`config.mk`:
```
export PLATFORM = sky130hd
export DESIGN_NAME = dds_freq_meter_flat
export DESIGN_NICKNAME = d
export VERILOG_FILES = /design/src/rtl/dds_freq_meter_if.sv /design/src/rtl/dds_freq_meter.sv /design/src/flat_wrapper.sv
export SDC_FILE = /design/constraint.sdc
export NUM_CORES = 1
export LEC_CHECK = 0
export CAP_MARGIN = 20
export CORE_MARGIN = 5
export CORE_UTILIZATION = 45
export CTS_CLUSTER_SIZE = 40
export DETAILED_ROUTE_END_ITERATION = 10
export GPL_TIMING_DRIVEN = 1
export MAX_ROUTING_LAYER = met4
export SETUP_SLACK_MARGIN = 0.05
export SYNTH_ARGS = -nofsm -noshare
export SYNTH_HDL_FRONTEND = slang
export SYNTH_SLANG_ARGS = --single-unit
```
`constraint.sdc`:
```
create_clock -name clk -period 2.55 [get_ports clk]
set_input_delay 0.765 -clock clk [delete_from_list [all_inputs] [get_ports clk]]
set_output_delay 0.765 -clock clk [all_outputs]
set_load 0.02 [all_outputs]
```
`src/rtl/dds_freq_meter_if.sv`:
```
// Handshake and result bundle for the DDS frequency/duty meter.
// The master side issues start and reads the results; the slave side is the meter.
interface dds_freq_meter_if #(
   parameter int CNT_W = 32
);
   logic             start;
   logic             busy;
   logic             meas_valid;
   logic             timeout;
   logic [CNT_W-1:0] period_sum;
   logic [CNT_W-1:0] high_sum;

   modport master (
      output start,
      input  busy, meas_valid, timeout, period_sum, high_sum
   );

   modport slave (
      input  start,
      output busy, meas_valid, timeout, period_sum, high_sum
   );
endinterface

```
`src/rtl/dds_freq_meter.sv`:
```
// Frequency/duty meter for the DDS square wave. Synchronises sig_in, waits for
// a rising edge, then accumulates period and high time over 2^AVG_LOG2 input
// periods, giving up after TIMEOUT_CYC busy cycles.
module dds_freq_meter #(
   parameter int          CNT_W       = 32,
   parameter int          AVG_LOG2    = 3,
   parameter int unsigned TIMEOUT_CYC = 1_000_000
) (
   input  logic           clk,
   input  logic           rst_n,
   input  logic           sig_in,
   dds_freq_meter_if.slave bus
);

   // One extra bit so AVG_LOG2 = 0 still yields a legal vector.
   localparam int               EC_W       = AVG_LOG2 + 1;
   localparam logic [EC_W-1:0]  LAST_EDGE  = EC_W'((1 << AVG_LOG2) - 1);
   // Timer value seen on the final allowed busy cycle.
   localparam logic [CNT_W-1:0] TIMER_LAST = CNT_W'(TIMEOUT_CYC - 1);

   typedef enum logic [1:0] {
      IDLE    = 2'd0,
      ARM     = 2'd1,
      MEASURE = 2'd2,
      DONE    = 2'd3
   } state_t;

   // sync_reg[1] is the synced level (s2), sync_reg[2] its one-cycle delay (s3).
   logic [2:0]       sync_reg;
   logic             s2;
   logic             rise;

   state_t           state_reg, state_next;
   logic [CNT_W-1:0] timer_reg, timer_next;
   logic [EC_W-1:0]  edge_cnt_reg, edge_cnt_next;
   logic [CNT_W-1:0] period_cnt_reg, period_cnt_next;
   logic [CNT_W-1:0] high_cnt_reg, high_cnt_next;
   logic [CNT_W-1:0] period_sum_reg, period_sum_next;
   logic [CNT_W-1:0] high_sum_reg, high_sum_next;
   logic             timeout_reg, timeout_next;
   logic             timer_hit;

   // Two-flop synchroniser plus a delay stage for rising-edge detection.
   always_ff @(posedge clk or negedge rst_n) begin
      if (!rst_n) begin
         sync_reg <= 3'b000;
      end else begin
         sync_reg <= {sync_reg[1:0], sig_in};
      end
   end

   assign s2        = sync_reg[1];
   assign rise      = sync_reg[1] & ~sync_reg[2];
   assign timer_hit = (timer_reg == TIMER_LAST);

   // State and datapath registers.
   always_ff @(posedge clk or negedge rst_n) begin
      if (!rst_n) begin
         state_reg      <= IDLE;
         timer_reg      <= '0;
         edge_cnt_reg   <= '0;
         period_cnt_reg <= '0;
         high_cnt_reg   <= '0;
         period_sum_reg <= '0;
         high_sum_reg   <= '0;
         timeout_reg    <= 1'b0;
      end else begin
         state_reg      <= state_next;
         timer_reg      <= timer_next;
         edge_cnt_reg   <= edge_cnt_next;
         period_cnt_reg <= period_cnt_next;
         high_cnt_reg   <= high_cnt_next;
         period_sum_reg <= period_sum_next;
         high_sum_reg   <= high_sum_next;
         timeout_reg    <= timeout_next;
      end
   end

   // Next-state and counter update; completion is tested before timeout so a
   // final rise on the last allowed cycle still produces a result.
   always_comb begin
      state_next      = state_reg;
      timer_next      = timer_reg;
      edge_cnt_next   = edge_cnt_reg;
      period_cnt_next = period_cnt_reg;
      high_cnt_next   = high_cnt_reg;
      period_sum_next = period_sum_reg;
      high_sum_next   = high_sum_reg;
      timeout_next    = 1'b0;

      case (state_reg)
         IDLE: begin
            if (bus.start) begin
               state_next      = ARM;
               timer_next      = '0;
               edge_cnt_next   = '0;
               period_cnt_next = '0;
               high_cnt_next   = '0;
            end
         end

         ARM: begin
            timer_next = timer_reg + 1'b1;
            if (timer_hit) begin
               state_next   = IDLE;
               timeout_next = 1'b1;
            end else if (rise) begin
               state_next = MEASURE;
            end
         end

         MEASURE: begin
            timer_next      = timer_reg + 1'b1;
            period_cnt_next = period_cnt_reg + 1'b1;
            high_cnt_next   = high_cnt_reg + CNT_W'(s2);
            if (rise) begin
               edge_cnt_next = edge_cnt_reg + 1'b1;
            end
            if (rise && (edge_cnt_reg == LAST_EDGE)) begin
               state_next      = DONE;
               period_sum_next = period_cnt_reg + 1'b1;
               high_sum_next   = high_cnt_reg + CNT_W'(s2);
            end else if (timer_hit) begin
               state_next   = IDLE;
               timeout_next = 1'b1;
            end
         end

         DONE: begin
            state_next = IDLE;
         end

         default: begin
            state_next = IDLE;
         end
      endcase
   end

   assign bus.busy       = (state_reg == ARM) || (state_reg == MEASURE);
   assign bus.meas_valid = (state_reg == DONE);
   assign bus.timeout    = timeout_reg;
   assign bus.period_sum = period_sum_reg;
   assign bus.high_sum   = high_sum_reg;

endmodule

```
`src/flat_wrapper.sv`:
```
// flat-port wrapper written by rule: the top's interface ports become plain ports
module dds_freq_meter_flat 
#(
   parameter int          CNT_W       = 32,
   parameter int          AVG_LOG2    = 3,
   parameter int unsigned TIMEOUT_CYC = 1_000_000
)
  (clk, rst_n, sig_in, bus_start, bus_busy, bus_meas_valid, bus_timeout, bus_period_sum, bus_high_sum);
  dds_freq_meter_if #(.CNT_W(CNT_W)) bus_i ();
  input  logic clk;
  input  logic rst_n;
  input  logic sig_in;
  input wire logic [$bits(bus_i.start)-1:0] bus_start;
  output wire logic [$bits(bus_i.busy)-1:0] bus_busy;
  output wire logic [$bits(bus_i.meas_valid)-1:0] bus_meas_valid;
  output wire logic [$bits(bus_i.timeout)-1:0] bus_timeout;
  output wire logic [$bits(bus_i.period_sum)-1:0] bus_period_sum;
  output wire logic [$bits(bus_i.high_sum)-1:0] bus_high_sum;
  assign bus_i.start = bus_start;
  assign bus_busy = bus_i.busy;
  assign bus_meas_valid = bus_i.meas_valid;
  assign bus_timeout = bus_i.timeout;
  assign bus_period_sum = bus_i.period_sum;
  assign bus_high_sum = bus_i.high_sum;
  dds_freq_meter #(.CNT_W(CNT_W), .AVG_LOG2(AVG_LOG2), .TIMEOUT_CYC(TIMEOUT_CYC)) u_core (.clk(clk), .rst_n(rst_n), .sig_in(sig_in), .bus(bus_i));
endmodule
```
==> results by group, run 1 <==
Worst setup path
  • Worst reg-to-reg path cell count: 5
  • Worst path required time: 1.79 ns
  • Critical register-to-register path endpoint: u_core.high_cnt_reg[24]
  • Critical path endpoint category: output pin
  • Worst setup path class: flip-flop to output pin
  • R2r startpoint: u_core.high_cnt_reg[7]
  • Crit path arrival time: 1.63 ns
  • Critical path peak fanout: 10
  • Setup slack, reg-to-reg: 0.21 ns
  • Type of element launching the critical path: flip-flop

Pwr
  • Max VDD drop: 0.491 mV
  • Leakage power total: 4.45 nW
  • Power per standard cell area: 679 nW/um2

Timing
  • Sum Neg Setup Slack: 0 ns
  • Setup skew after layout: 0.0109 ns
  • Fmax: 0.418 GHz
  • Time the final worst path needs with I/O delays and setup: 2.39 ns
  • RSZ-0062 raised after global routing: false
  • Final Hold Violating Endpoints: 0
  • Max-slew violation count: 0
  • Final critical-path share of the clock period: 93.9%
  • Fin worst setup slack: 0.156 ns
  • Worst rel slew slack: 61.5%
  • Number of endpoints failing setup at the final stage: 0
  • Worst Hold Margin: 0.242 ns
  • Transition at the pin with the smallest max-transition slack: 0.571 ns

Detailed routing
  • Count of TritonRoute iterations in the first routing pass: 5
  • Violation count after the first detailed-routing iteration: 503
  • Met3 wire length: 759 um
  • Via count: 7231
  • Total length of routed wires: 20400 um
  • DRC violation count after routing: 0
  • Uppermost layer routed: met4
  • ANT nets after route: 0
  • Average wire length per cell after detail routing: 15.4 um
  • Met2 WL post-DR: 9690 um
  • M1 WL: 9640 um
  • DR vias/cell: 5.46

Clock tree
  • Cts bufs inserted: 17
  • Skew-Pair Late Insertion Delay: 0.43 ns
  • Number of buffers inserted for hold repair after clock tree synthesis: 0
  • # H-tree levels: 4
  • Root buffer cell: clkbuf_16
  • Clk buf depth: 2
  • Total clock sinks: 170
  • Register clock-pin slew on the reported worst setup and hold paths: 0.07 ns
  • CTS tree: built

Place
  • I/O Buffers: 70
  • Post-Place Cell Area: 10100 um2
  • Placed Cells: 1294
  • Worst setup slack before clock tree synthesis: -0.0597 ns
  • Placer Congestion: 0.852
  • Detailed-placement wirelength estimate: 14300 um

Synthesis
  • Mean instance size in the synthesized netlist: 9.04 um2
  • Fraction of post-synthesis cell area in the top cell type by area: 48.8%
  • Cell types occupying the most area after synthesis: dfrtp_1 (49%), o21ai_0 (6.8%), nand2_1 (6.0%), xnor2_1 (4.5%), xor2_1 (4.1%)
  • Part of the Yosys area used for sequential elements: 48.8%
  • Async set or reset register ratio after synthesis: 100%
  • Leading cell types by count after synthesis: dfrtp_1 (170), nand2_1 (140), o21ai_0 (119)
  • Most frequent cell after synthesis: dfrtp_1
  • Cell area after synthesis: 8720 um2
  • Cell accounting for the most synthesized area: dfrtp_1
  • Register bit count reported by yosys: 170
  • Yosys synthesis warning count: 0
  • Post-Syn Instances: 965
  • Synthesized netlist net count: 978
  • Number of different library cells in the post-synthesis netlist: 53
  • Number of enable-type register cells in the synthesized netlist: 0
  • Most common flop cell mapped by yosys: dfrtp_1

Die
  • Floorplan Core Area: 19300 um2
  • Starting density of the core: 45.3%
  • Die Area: 22300 um2
  • Number of top-level pins: 71
  • Die outline height: 149 um
  • Die Wd: 149 um
  • Row count: 51

Cells and area
  • Register area: 4250 um2
  • Footprint of the multi-input gates: 4160 um2
  • Non-Filler Instances: 1325
  • Total number of nets in the final design: 1061
  • Total of fill cells in the finished design: 1832
  • Post-synthesis to final-layout area growth: 22.0%
  • N_diodes: 0
  • Share of cells above drive strength 1: 9.62%
  • Design Area, Final: 10600 um2

Global route
  • First-pass GRT wire length: 34000 um
  • Gr usage total: 19.3%
  • Largest net degree at the start of global routing: 51
  • Initial antenna violation count: 0
  • GR Overflow Total: 0
  • Vias in the first global route: 6766

Worst hold path
  • Type of the worst min-delay path: input port to async pin

Run status
  • Outcome: finished clean

Flow run
  • Number of violations of the max-capacitance limit: 0
## worst max path at each step
stage,endpoint,depth (start not counted),startpoint
after global placement,u_core.timer_reg[31],6,bus_start
after CTS,bus_meas_valid,3,u_core.state_reg[0]
after global routing,u_core.high_cnt_reg[26],7,u_core.sync_reg[1]
after detailed placement,u_core.timer_reg[31],6,bus_start
after floorplan,u_core.period_cnt_reg[20],8,bus_start
final,bus_busy,3,u_core.state_reg[0]
## cell type report
type / instances / area share (%)
well taps: 265 / 3.12
inverters: 21 / 0.741
clock buffers: 20 / 4.29
multi-input cells: 710 / 39.1
flip-flops and latches: 170 / 40.0
repair buffers: 128 / 11.6
clock inverters: 11 / 1.13
## report_power, final
group          switching (mW)  internal, mW  leakage (nW)
Sequential             0.0741          2.77          2.36
Clock                    1.08          1.49         0.290
Combinational            1.14         0.671          1.81
Total                    2.29          4.93          4.45
## cells by family after synthesis
kind of cell             share of synthesized area [%]
AO/OA/AOI/OAI                                     15.2
multiplexers                                     0.473
XOR/XNOR                                          8.63
flip-flops                                        48.8
AND/OR/NAND/NOR                                   21.8
adder cells (fa/ha/maj)                           1.29
buffers and inverters                             3.80
## worst max-delay path, cell delays in order (launching register included)
cell           delay (ns)
dfrtp_1              0.35
inv_1                0.06
ha_2                 0.44
dlygate4sd2_1        0.36
## cell usage in the layout, fill, tap and decap left out, drive strengths merged, types with 15 or more instances in the layout
cell type,instances
dfrtp,170
nand2,140
o21ai,121
clkdlybuf4s50,67
nor2,62
buf,59
xnor2,45
nand3,42
xor2,41
nand4,37
a21oi,29
inv,22
o31ai,21
clkbuf,20
nor4,19
nor3,19
a31oi,16
and3,15
## through the flow
step                utilization (%)  total power [mW]
floorplan                         -              3.99
global placement               52.2              4.69
detailed placement             52.2              4.71
CTS                            55.2              7.27
global route                   55.2              7.61
finish                         55.2              7.22
## repair_timing
item                       4_1_cts  5_1_grt
gates resized for setup          2        1
setup buffers                    0        0
setup endpoints to repair        1        1
## layer usage
metal / GRT usage, % / up-vias
li1: - / 3578
met1: 25.8 / 3473
met2: 30.5 / 154
met3: 3.74 / 26
met4: 4.94 / 0
met5: - / -
No activity file was read; power rests on OpenSTA's default activity.
==> run 2, diff against run 1 <==
Settings changed: RECOVER_POWER from default to 50.
==> results by group, run 2 (synthesis results as in run 1) <==
Timing
  • Worst rel slew slack: -21.5%
  • Transition at the pin with the smallest max-transition slack: 1.82 ns
  • Sum Neg Setup Slack: 0 ns
  • Fmax: 0.418 GHz
  • Max-slew violation count: 35
  • Setup skew after layout: 0.0107 ns
  • Time the final worst path needs with I/O delays and setup: 2.39 ns
  • Worst Hold Margin: 0.356 ns
  • Final critical-path share of the clock period: 93.8%
  • Final Hold Violating Endpoints: 0
  • Number of endpoints failing setup at the final stage: 0
  • RSZ-0062 raised after global routing: false
  • Fin worst setup slack: 0.158 ns

Global route
  • Vias in the first global route: 6766
  • Layer with the highest usage: met2
  • Gr usage total: 19.3%
  • GR Overflow Total: 0
  • First-pass GRT wire length: 34000 um
  • Initial antenna violation count: 0
  • GR met2 Demand/Resource: 30.5%
  • Fraction of met1 tracks used by global routing: 25.8%
  • Fraction of met3 tracks used by global routing: 3.74%
  • Largest net degree at the start of global routing: 51

Detailed routing
  • DR vias/cell: 5.44
  • Average wire length per cell after detail routing: 15.4 um
  • Violation count after the first detailed-routing iteration: 497
  • ANT nets after route: 0
  • Total length of routed wires: 20400 um
  • Count of TritonRoute iterations in the first routing pass: 6
  • Via count: 7211
  • DRC violation count after routing: 0

Cells and area
  • Design Area, Final: 10600 um2
  • Total number of nets in the final design: 1061
  • Most common cell after layout, fill and taps aside: dfrtp_1
  • Share of cells above drive strength 1: 8.96%
  • Non-Filler Instances: 1325
  • N_diodes: 0
  • Post-synthesis to final-layout area growth: 21.4%
  • Final core utilization: 55.0%
  • Commonest non-fill, non-tap cells in the layout: dfrtp_1 (170), nand2_1 (139), o21ai_0 (119)

Worst setup path
  • Type of element launching the critical path: flip-flop
  • Worst setup path class: flip-flop to output pin
  • Critical-path top delay cell: ha_2
  • Critical register-to-register path endpoint: u_core.high_cnt_reg[24]
  • Delay contributed by the slowest stage of the critical path: 0.43 ns
  • Crit path arrival time: 1.63 ns
  • R2r startpoint: u_core.high_cnt_reg[7]
  • Critical path endpoint category: output pin
  • Worst path required time: 1.79 ns
  • Critical path peak fanout: 10
  • Worst reg-to-reg path cell count: 5
  • CP Cell Sequence: inv_1, ha_2, dlygate4sd2_1
  • Setup slack, reg-to-reg: 0.21 ns

Worst hold path
  • Endpoint of the worst hold path: u_core.sync_reg[1]
  • Depth of the worst hold-timing path: 0
  • Type of the worst min-delay path: flip-flop to flip-flop
  • Startpoint of the tightest hold check path: u_core.sync_reg[0]

Clock tree
  • Root buffer cell: clkbuf_16
  • # H-tree levels: 4
  • Skew-Pair Late Insertion Delay: 0.43 ns
  • Cts bufs inserted: 17
  • Total clock sinks: 170
  • Register clock-pin slew on the reported worst setup and hold paths: 0.06 ns
  • Post-CTS repair timing setup buffer count: 0
  • CTS tree: built
  • Clk buf depth: 2

Pwr
  • Max VDD drop: 0.491 mV
  • Net switching component of the power: 2.28 mW
  • Reg power frac: 39.6%
  • Power per standard cell area: 678 nW/um2
  • Internal power of the cells: 4.90 mW
  • Power consumption: 7.18 mW
  • Clock group share of total power: 35.6%
  • Net switching fraction of the power: 31.7%
  • Part of the total power dissipated in combinational logic: 24.8%
  • Leakage power total: 4.42 nW

Place
  • Placer Congestion: 0.852
  • Detailed-placement wirelength estimate: 14300 um
  • Placed Cells: 1294
  • Post-Place Cell Area: 10100 um2
  • I/O Buffers: 70
  • Worst setup slack before clock tree synthesis: -0.0597 ns

Die
  • Starting density of the core: 45.3%
  • Die Wd: 149 um
  • Number of top-level pins: 71
  • Floorplan Core Area: 19300 um2
  • Die outline height: 149 um
  • Row count: 51
  • Die Area: 22300 um2

Run status
  • Violations in the final reports: max-capacitance violations, max-slew violations
  • Outcome: finished with violations

Flow run
  • Number of violations of the max-capacitance limit: 1
## run 2: power by group through the flow
stage / registers (mW) / clock network [mW] / logic (mW)
finish: 2.84 / 2.56 / 1.78
global placement: 2.89 / 0 / 1.80
global route: 2.85 / 2.74 / 1.99
floorplan: 2.88 / 0 / 1.11
CTS: 2.84 / 2.61 / 1.82
detailed placement: 2.89 / 0 / 1.82
## run 2: what timing repair did
item | in CTS | in global routing
setup endpoints to repair | 1 | 1
gates cloned | 0 | 0
gates resized for setup | 2 | 1
hold buffers | 0 | 0
## run 2: critical path: cells and delay by family, from the launching register on
| kind | cells | cell delay, ns |
|---|---|---|
| buffers and inverters | 2 | 0.43 |
| adders and majority gates | 1 | 0.43 |
| DFF | 1 | 0.35 |
## run 2: layout make-up
| class | count | area [um2] |
|---|---|---|
| Clock buffer | 20 | 457 |
| Clock inverter | 11 | 120 |
| Fill cell | 1848 | 8680 |
| Inverter | 21 | 78.8 |
| Multi-Input combinational cell | 710 | 4150 |
| Sequential cell | 170 | 4250 |
| Tap cell | 265 | 332 |
| Timing Repair Buffer | 128 | 1200 |
## run 2: worst max-delay path by stage
stage / slack [ns] / start / endpoint / cells past startpoint
after CTS: 0.06 / u_core.state_reg[0] / bus_meas_valid / 3
after global placement: -0.02 / bus_start / u_core.timer_reg[31] / 6
final: 0.16 / u_core.state_reg[0] / bus_busy / 3
after floorplan: 0.14 / bus_start / u_core.period_cnt_reg[20] / 8
after detailed placement: -0.06 / bus_start / u_core.timer_reg[31] / 6
after global routing: 0.04 / bus_start / u_core.period_cnt_reg[8] / 7
## run 2: layer usage
layer	share of wire, %	routed length [um]
met5	0	0
met1	47	9560
met4	1.5	304
met2	48	9800
met3	3.5	709
==> run 3, diff against run 2 <==
Settings changed: CORE_UTILIZATION 45 to 55, PLACE_DENSITY from default to 0.76.
==> results by group, run 3 (synthesis results as in run 1) <==
Detailed routing
  • Count of TritonRoute iterations in the first routing pass: 5
  • Violation count after the first detailed-routing iteration: 599
  • DR vias/cell: 5.78
  • DRC violation count after routing: 0
  • Total length of routed wires: 19600 um
  • Via count: 7370
  • ANT nets after route: 0
  • Average wire length per cell after detail routing: 15.4 um

Worst setup path
  • Critical path peak fanout: 5
  • Type of element launching the critical path: flip-flop
  • Delay contributed by the slowest stage of the critical path: 0.60 ns
  • Critical path endpoint category: output pin
  • Crit path arrival time: 1.65 ns
  • Worst path required time: 1.79 ns
  • CP Cell Sequence: ha_1, clkdlybuf4s50_1
  • Worst setup path class: flip-flop to output pin
  • Critical-path top delay cell: clkdlybuf4s50_1

Cells and area
  • Most common cell after layout, fill and taps aside: dfrtp_1
  • Total of fill cells in the finished design: 1248
  • N_diodes: 0
  • Total number of nets in the final design: 1058
  • Register area: 4250 um2
  • Commonest non-fill, non-tap cells in the layout: dfrtp_1 (170), nand2_1 (139), o21ai_0 (119)
  • Footprint of the multi-input gates: 4140 um2
  • Non-Filler Instances: 1274
  • Post-synthesis to final-layout area growth: 20.1%
  • Share of cells above drive strength 1: 8.41%

Die
  • Die outline height: 136 um
  • Starting density of the core: 55.5%
  • Number of top-level pins: 71
  • Floorplan Core Area: 15700 um2
  • Die Area: 18500 um2
  • Row count: 46
  • Die Wd: 136 um

Timing
  • Worst rel slew slack: 7.44%
  • Sum Neg Setup Slack: 0 ns
  • Time the final worst path needs with I/O delays and setup: 2.41 ns
  • Transition at the pin with the smallest max-transition slack: 1.39 ns
  • Number of endpoints failing setup at the final stage: 0
  • Final critical-path share of the clock period: 94.5%
  • Max-slew violation count: 0
  • Setup skew after layout: 0.0111 ns
  • RSZ-0062 raised after global routing: false
  • Worst Hold Margin: 0.404 ns
  • Final Hold Violating Endpoints: 0
  • Fmax: 0.415 GHz

Clock tree
  • Clk buf depth: 2
  • # H-tree levels: 4
  • Total clock sinks: 170
  • CTS tree: built
  • Root buffer cell: clkbuf_16
  • Skew-Pair Late Insertion Delay: 0.44 ns
  • Register clock-pin slew on the reported worst setup and hold paths: 0.06 ns
  • Cts bufs inserted: 17

Worst hold path
  • Type of the worst min-delay path: flip-flop to flip-flop

Global route
  • Initial antenna violation count: 0
  • Largest net degree at the start of global routing: 115
  • Gr usage total: 22.9%
  • GR Overflow Total: 0
  • First-pass GRT wire length: 33500 um
  • Vias in the first global route: 7000

Place
  • Placed Cells: 1242
  • I/O Buffers: 70
  • Detailed-placement wirelength estimate: 13600 um
  • Placer Congestion: 0.901

Pwr
  • Power per standard cell area: 694 nW/um2
  • Max VDD drop: 0.567 mV
  • Leakage power total: 4.36 nW

Run status
  • Outcome: finished clean

Flow run
  • Number of violations of the max-capacitance limit: 0
## run 3: cell count changes in the layout (fill, tap and decap cells not counted), moves of 2 or more
cell        delta
buf_4          -4
clkinv_2       -4
clkinvlp_4     +4
clkbuf_1       +3
buf_12         -2
clkbuf_2       +2
clkbuf_4       +2
clkinv_4       -2
## run 3: metrics by stage
| stage | setup WS [ns] | utilization [%] | instance area, um2 | total power [mW] |
|---|---|---|---|---|
| 2_1_floorplan | 0.140 | - | 8720 | 3.99 |
| 3_3_place_gp | -0.00851 | 63.4 | 9960 | 4.68 |
| 3_5_place_dp | -0.0609 | 63.4 | 9960 | 4.72 |
| 4_1_cts | 0.130 | 67.2 | 10600 | 7.33 |
| 5_1_grt | 0.0505 | 66.7 | 10500 | 7.63 |
| 6_report | 0.140 | 66.7 | 10500 | 7.27 |
## run 3: final cells by class
| class | count | share of cell area (%) |
|---|---|---|
| clock buffer | 22 | 4.33 |
| clock inverter | 10 | 1.36 |
| inverter | 21 | 0.752 |
| multi-input combinational | 710 | 39.5 |
| sequential | 170 | 40.6 |
| tap | 216 | 2.58 |
| timing repair buffer | 125 | 10.9 |
## run 3: repair_timing
item	in CTS	in global routing
endpoints found under the setup margin	1	0
gates resized for setup	1	0
hold buffers	0	0
buffers inserted	0	0
## run 3: worst paths after layout
kind                                   startpoint                       to  slack [ns]  cells past startpoint
setup / recovery              u_core.state_reg[1]           bus_meas_valid        0.14                      2
hold / removal                 u_core.sync_reg[0]       u_core.sync_reg[1]        0.40                      0
setup reg to reg           u_core.high_cnt_reg[8]  u_core.high_cnt_reg[24]        0.16                      5
hold reg to reg                u_core.sync_reg[0]       u_core.sync_reg[1]        0.40                      0
max in group asynchronous                   rst_n  u_core.high_cnt_reg[13]        0.48                      2
min in group asynchronous                   rst_n     u_core.timer_reg[28]        0.64                      1
## run 3: routing by layer
| layer | vias to the layer above | routed length [um] | track usage (%) |
|---|---|---|---|
| li1 | 3597 | - | - |
| met1 | 3541 | 8810 | 30.1 |
| met2 | 196 | 9420 | 36.1 |
| met3 | 36 | 976 | 4.22 |
| met4 | 0 | 436 | 7.89 |
| met5 | - | 0 | - |
## run 3: where the power goes
part / switching, mW / internal (mW) / total [mW] / leakage, nW
Sequential: 0.0873 / 2.77 / 2.86 / 2.36
Combinational: 1.12 / 0.672 / 1.79 / 1.72
Clock: 1.06 / 1.57 / 2.62 / 0.277
Total: 2.26 / 5.01 / 7.27 / 4.36
## run 3: critical path: cells and delay by family, from the launching register on
family | cells | cell delay [ns]
adder cells (fa/ha/maj) | 1 | 0.18
flip-flops | 1 | 0.44
buffers and inverters | 1 | 0.60
